[config.mk]
export PLATFORM = sky130hd
export DESIGN_NAME = noc_flit_fifo_rd
export DESIGN_NICKNAME = d
export VERILOG_FILES = /design/src/rtl/noc_flit_fifo_rd.sv
export SDC_FILE = /design/constraint.sdc
export NUM_CORES = 1
export LEC_CHECK = 0
export ABC_AREA = 1
export CORE_UTILIZATION = 30
export DETAILED_ROUTE_END_ITERATION = 10
export GPL_ROUTABILITY_DRIVEN = 1
export PLACE_DENSITY = 0.55
export SYNTH_ARGS = -nofsm -noshare
export SYNTH_HDL_FRONTEND = slang
export SYNTH_SLANG_ARGS = --single-unit
export TNS_END_PERCENT = 1
[constraint.sdc]
create_clock -name clk -period 3.1 [get_ports clk]
set_input_delay 0.31 -clock clk [delete_from_list [all_inputs] [get_ports clk]]
set_output_delay 0.31 -clock clk [all_outputs]
set_load 0.01 [all_outputs]
[src/rtl/noc_flit_fifo_rd.sv]
// Show-ahead flit FIFO for the NoC network interface: active-low push with
// write-through bypass when empty, active-low pop, occupancy flags and sticky error.
module noc_flit_fifo_rd #(
    parameter int DSIZE  = 8,
    parameter int AWIDTH = 2
) (
    input  logic              clk,
    input  logic              rst,
    input  logic              wr_en_n,
    input  logic [DSIZE-1:0]  wdata,
    input  logic              rd_en_n,
    output logic [DSIZE-1:0]  rdata,
    output logic              rd_valid,
    output logic              empty,
    output logic              full,
    output logic [AWIDTH:0]   count,
    output logic              err
);

    localparam int DEPTH = 2 ** AWIDTH;
    localparam logic [AWIDTH:0] FULL_COUNT = {1'b1, {AWIDTH{1'b0}}};

    logic [DSIZE-1:0]  mem [DEPTH];
    logic [AWIDTH-1:0] rp;
    logic [AWIDTH-1:0] wp;
    logic [AWIDTH:0]   count_next;

    logic push;
    logic pop;
    logic do_write;
    logic do_read;
    logic bad_access;

    assign push = !wr_en_n;
    assign pop  = !rd_en_n;

    // A push with a pop on an empty FIFO is the pure bypass case and never touches storage.
    assign do_write   = push && ((!pop && !full) || (pop && !empty));
    assign do_read    = pop && !empty;
    assign bad_access = (push && !pop && full) || (pop && !push && empty);

    always_comb begin
        count_next = count;
        if (do_write && !do_read)
            count_next = count + (AWIDTH+1)'(1);
        else if (do_read && !do_write)
            count_next = count - (AWIDTH+1)'(1);
    end

    always_ff @(posedge clk or posedge rst) begin
        if (rst) begin
            rp    <= '0;
            wp    <= '0;
            count <= '0;
            empty <= 1'b1;
            full  <= 1'b0;
            err   <= 1'b0;
            for (int i = 0; i < DEPTH; i++)
                mem[i] <= '0;
        end else begin
            if (do_write) begin
                mem[wp] <= wdata;
                wp      <= wp + AWIDTH'(1);
            end
            if (do_read)
                rp <= rp + AWIDTH'(1);
            if (bad_access)
                err <= 1'b1;
            count <= count_next;
            empty <= (count_next == '0);
            full  <= (count_next == FULL_COUNT);
        end
    end

    // Only wr_en_n/wdata reach the outputs combinationally; the pop side is purely registered.
    always_comb begin
        if (!empty)
            rdata = mem[rp];
        else if (push)
            rdata = wdata;
        else
            rdata = '0;
    end

    assign rd_valid = !empty || push;

endmodule

==> impl_results.md <==
- Synth Instances: 255
- Slowest cell on crit path: clkdlybuf4s50_1
- Clock Skews: ~0.0084 ns
- Leak: 1.24 nW
- Avg WL per Cell: around 13 um
- RSZ-0062 raised after global routing: no
- Via count: 1,696
- Largest net degree at the start of global routing: 43
- Comb power frac: between 40 and 50%
- Final HPWL DP: between 3 and 4 mm
- Psw: around 1.1 mW
- Critical path type: flop to output pin
- First-pass GRT wire length: roughly 8.3 mm
- Seq cells post-synth: 42
- Crit end category: output pin
- CTS tree: yes
- Detail Route Antenna Nets: 0
- CP Cell Sequence: clkinv_1 > nand3_1 > nand3_1 > o21ai_0 > clkdlybuf4s50_1
- Post CTS Setup Buffer Count: 0
- Hold Path Class: input pin to async pin
- Crit path launch type: flop
- Switching Fraction: about two fifths
- Final Cycle Share: 80.2%
- Worst flop-to-flop path startpoint: empty
- Setup TNS: 0 ns
- Root buf cell: clkbuf_8
- Leading cell type in the layout, fill and taps excluded: nand2_1
- Status: finished, final reports clean
- Resized cells post-CTS: 0
- CP most frequent cell: nand3_1
- Critical path's top delay family: buffers and inverters
- Cell Int Power: roughly 1.5 mW
- Cell variety after synth: 24
- # port buffers: 26
- Post-CTS Hold Buffers: 0
- Number of global-route vias before repair: between 1.5k and 2k
- Worst Path Buf+Inv: 2
- Final WL: 4.76 mm
- Via density: 4.49
- Synth Warn #: 0
- Clk_lat worst skew: about 0.30 ns
- R2R Path End: full
- Worst EP required: around 2.8 ns
- R2r worst-path depth: 8
- Area occupied by multi-input gates: ~960 um2
- CTS Buf Count: 5
- Final instance area: 0.00258 mm2
- Reg power frac: 37.4%
- Final Util: a little under two fifths
- Grt total ovfl: 0
- WP depth: 5
- Initial antenna violation count: 0
- Pre-CTS setup slack: around 0.76 ns
- Crit path DAT: ~2.2 ns
- Clock-pin slew on the worst setup and hold paths: about 0.08 ns
- Rel. slew slack: 64.5%
- R2R setup slack: approximately 1.7 ns
- Max Fclk: a little over 400 MHz
- Sequential element share of the synthesized area: about half
- Htree depth: 2
- Chip Width: 87.0 um
- VDD IR max: roughly 0.47 mV
- GP Congestion: roughly 0.72
- Die area: roughly 0.0076 mm2
- # DRC: 0
- GRT Overall Usage: between 10 and 15%
- Initial detailed-routing violation count: roughly 110
- Critical path launch point: rp[1]
- Fill cell count: 731
- Power, Total: roughly 2.6 mW
- # nets final: around 300
- # IOs: 27
- DR pass1 iterations: 4
- Slowest stage delay, CP: a little under 0.6 ns
- Worst setup path endpoint: rdata[2]
- Area grow syn2layout: 19.2%
- Max_cap viols: 0
- Clock sinks: between 40 and 50
- PD cells: about 1000 mW/mm2
- Starting Density: between 30% and 40%
- Final Hold Vio Count: 0
- Die H: roughly 87 um
- Syn nets: approximately 270
- Clk buf depth: 2
- Ratio of cells with drive above 1 in the final layout: 9.93%
- Post-Syn Area: between 0.002 and 0.0025 mm2
- Largest fanout on the critical path: 9
- Core Region: approximately 0.0069 mm2
- Fin crit period: approximately 2.5 ns
- DP Area: 0.00249 mm2
- Slew @ Worst Pin: 0.532 ns
- Final setup margin: between 0.6 and 0.7 ns
- Clock power share: 14.6%
- Storage element area: 0.00105 mm2
- Final-report setup violation count: 0
- Max-slew violations: 0
- Most frequent cells in the layout: nand2_1, dfrtp_1, nand3_1
- FP Rows: 30
- ANT cells: 0
- Syn_area_per_cell: about 8.5 um2
cells in the mapped netlist:
cell type	count	share of area [%]
inv_1	20	3.5
xor2_1	5	2.0
o21ai_1	25	5.8
nand2_4	4	2.1
ha_1	6	3.5
dfrtp_1	41	47
buf_2	3	0.69
buf_6	5	2.6
a21oi_1	2	0.46
clkinv_1	1	0.17
clkbuf_1	1	0.17
o21ai_0	11	2.5
nor2_4	1	0.52
nand3_4	1	0.81
nand3_1	29	6.7
nand2_1	85	15
o21ai_2	7	2.8
nor2_1	2	0.35
nor2_8	1	0.92
inv_2	1	0.17
nand2_2	1	0.29
dfstp_2	1	1.2
nor2_2	1	0.29
nand3b_1	1	0.35
metrics by stage:
step	std cells	hold WS, ns
6_report	378	0.437
4_1_cts	378	0.466
3_5_place_dp	370	0.471
2_1_floorplan	255	0.455
3_3_place_gp	370	0.468
5_1_grt	378	0.517
registers in the layout, summed over array words and instances (netlist names):
| name | cells |
|---|---|
| mem | 32 |
| err | 1 |
| wp | 2 |
| rp | 2 |
| full | 1 |
| empty | 1 |
| count | 3 |
power groups by stage:
| stage | logic, mW | registers, mW | clock network, mW |
|---|---|---|---|
| final | 1.24 | 0.968 | 0.378 |
| after floorplan | 0.877 | 0.933 | 0 |
| after detailed placement | 1.26 | 0.980 | 0 |
| after global placement | 1.24 | 0.973 | 0 |
| after global routing | 1.42 | 1.01 | 0.409 |
| after CTS | 1.27 | 0.971 | 0.385 |
tightest hold or removal path: stages:
cell and delay, ns:
clkdlybuf4s50_1 0.39, inv_1 0.05, buf_4 0.44
how the worst min path moves through the flow:
stage                  from  slack, ns      end  depth (start not counted)
floorplan           mem[20]       0.45  mem[20]                          2
global placement     mem[1]       0.47   mem[1]                          2
detailed placement   mem[1]       0.47   mem[1]                          2
CTS                     rst       0.47  mem[31]                          3
global route        mem[26]       0.52  mem[26]                          2
finish                  rst       0.44    wp[1]                          3
kinds of logic after synthesis:
group                      Yosys count  synth area share (%)
DFF                                 42                  48.6
buffers and inverters               31                  7.28
and+or+nand+nor                    126                  27.0
adders and majority gates            6                  3.47
AOI/OAI and AO/OA                   45                  11.6
xor gates and xnor gates             5                  2.02
layer usage:
metal,vias to the layer above,wire length (um),GRT usage [%]
met2,27,2150,23.0
met5,-,0,0
met4,0,25,2.73
met1,795,2430,19.8
met3,3,151,3.70
li1,871,-,-
cell type report:
type / instances / area share [%]
inverter: 22 / 3.20
multi-input combinational: 182 / 37.0
sequential: 42 / 40.8
timing repair buffer: 28 / 10.7
clock buffer: 6 / 3.20
clock inverter: 2 / 0.485
tap: 96 / 4.65
No activity file was read; power rests on OpenSTA's default activity.
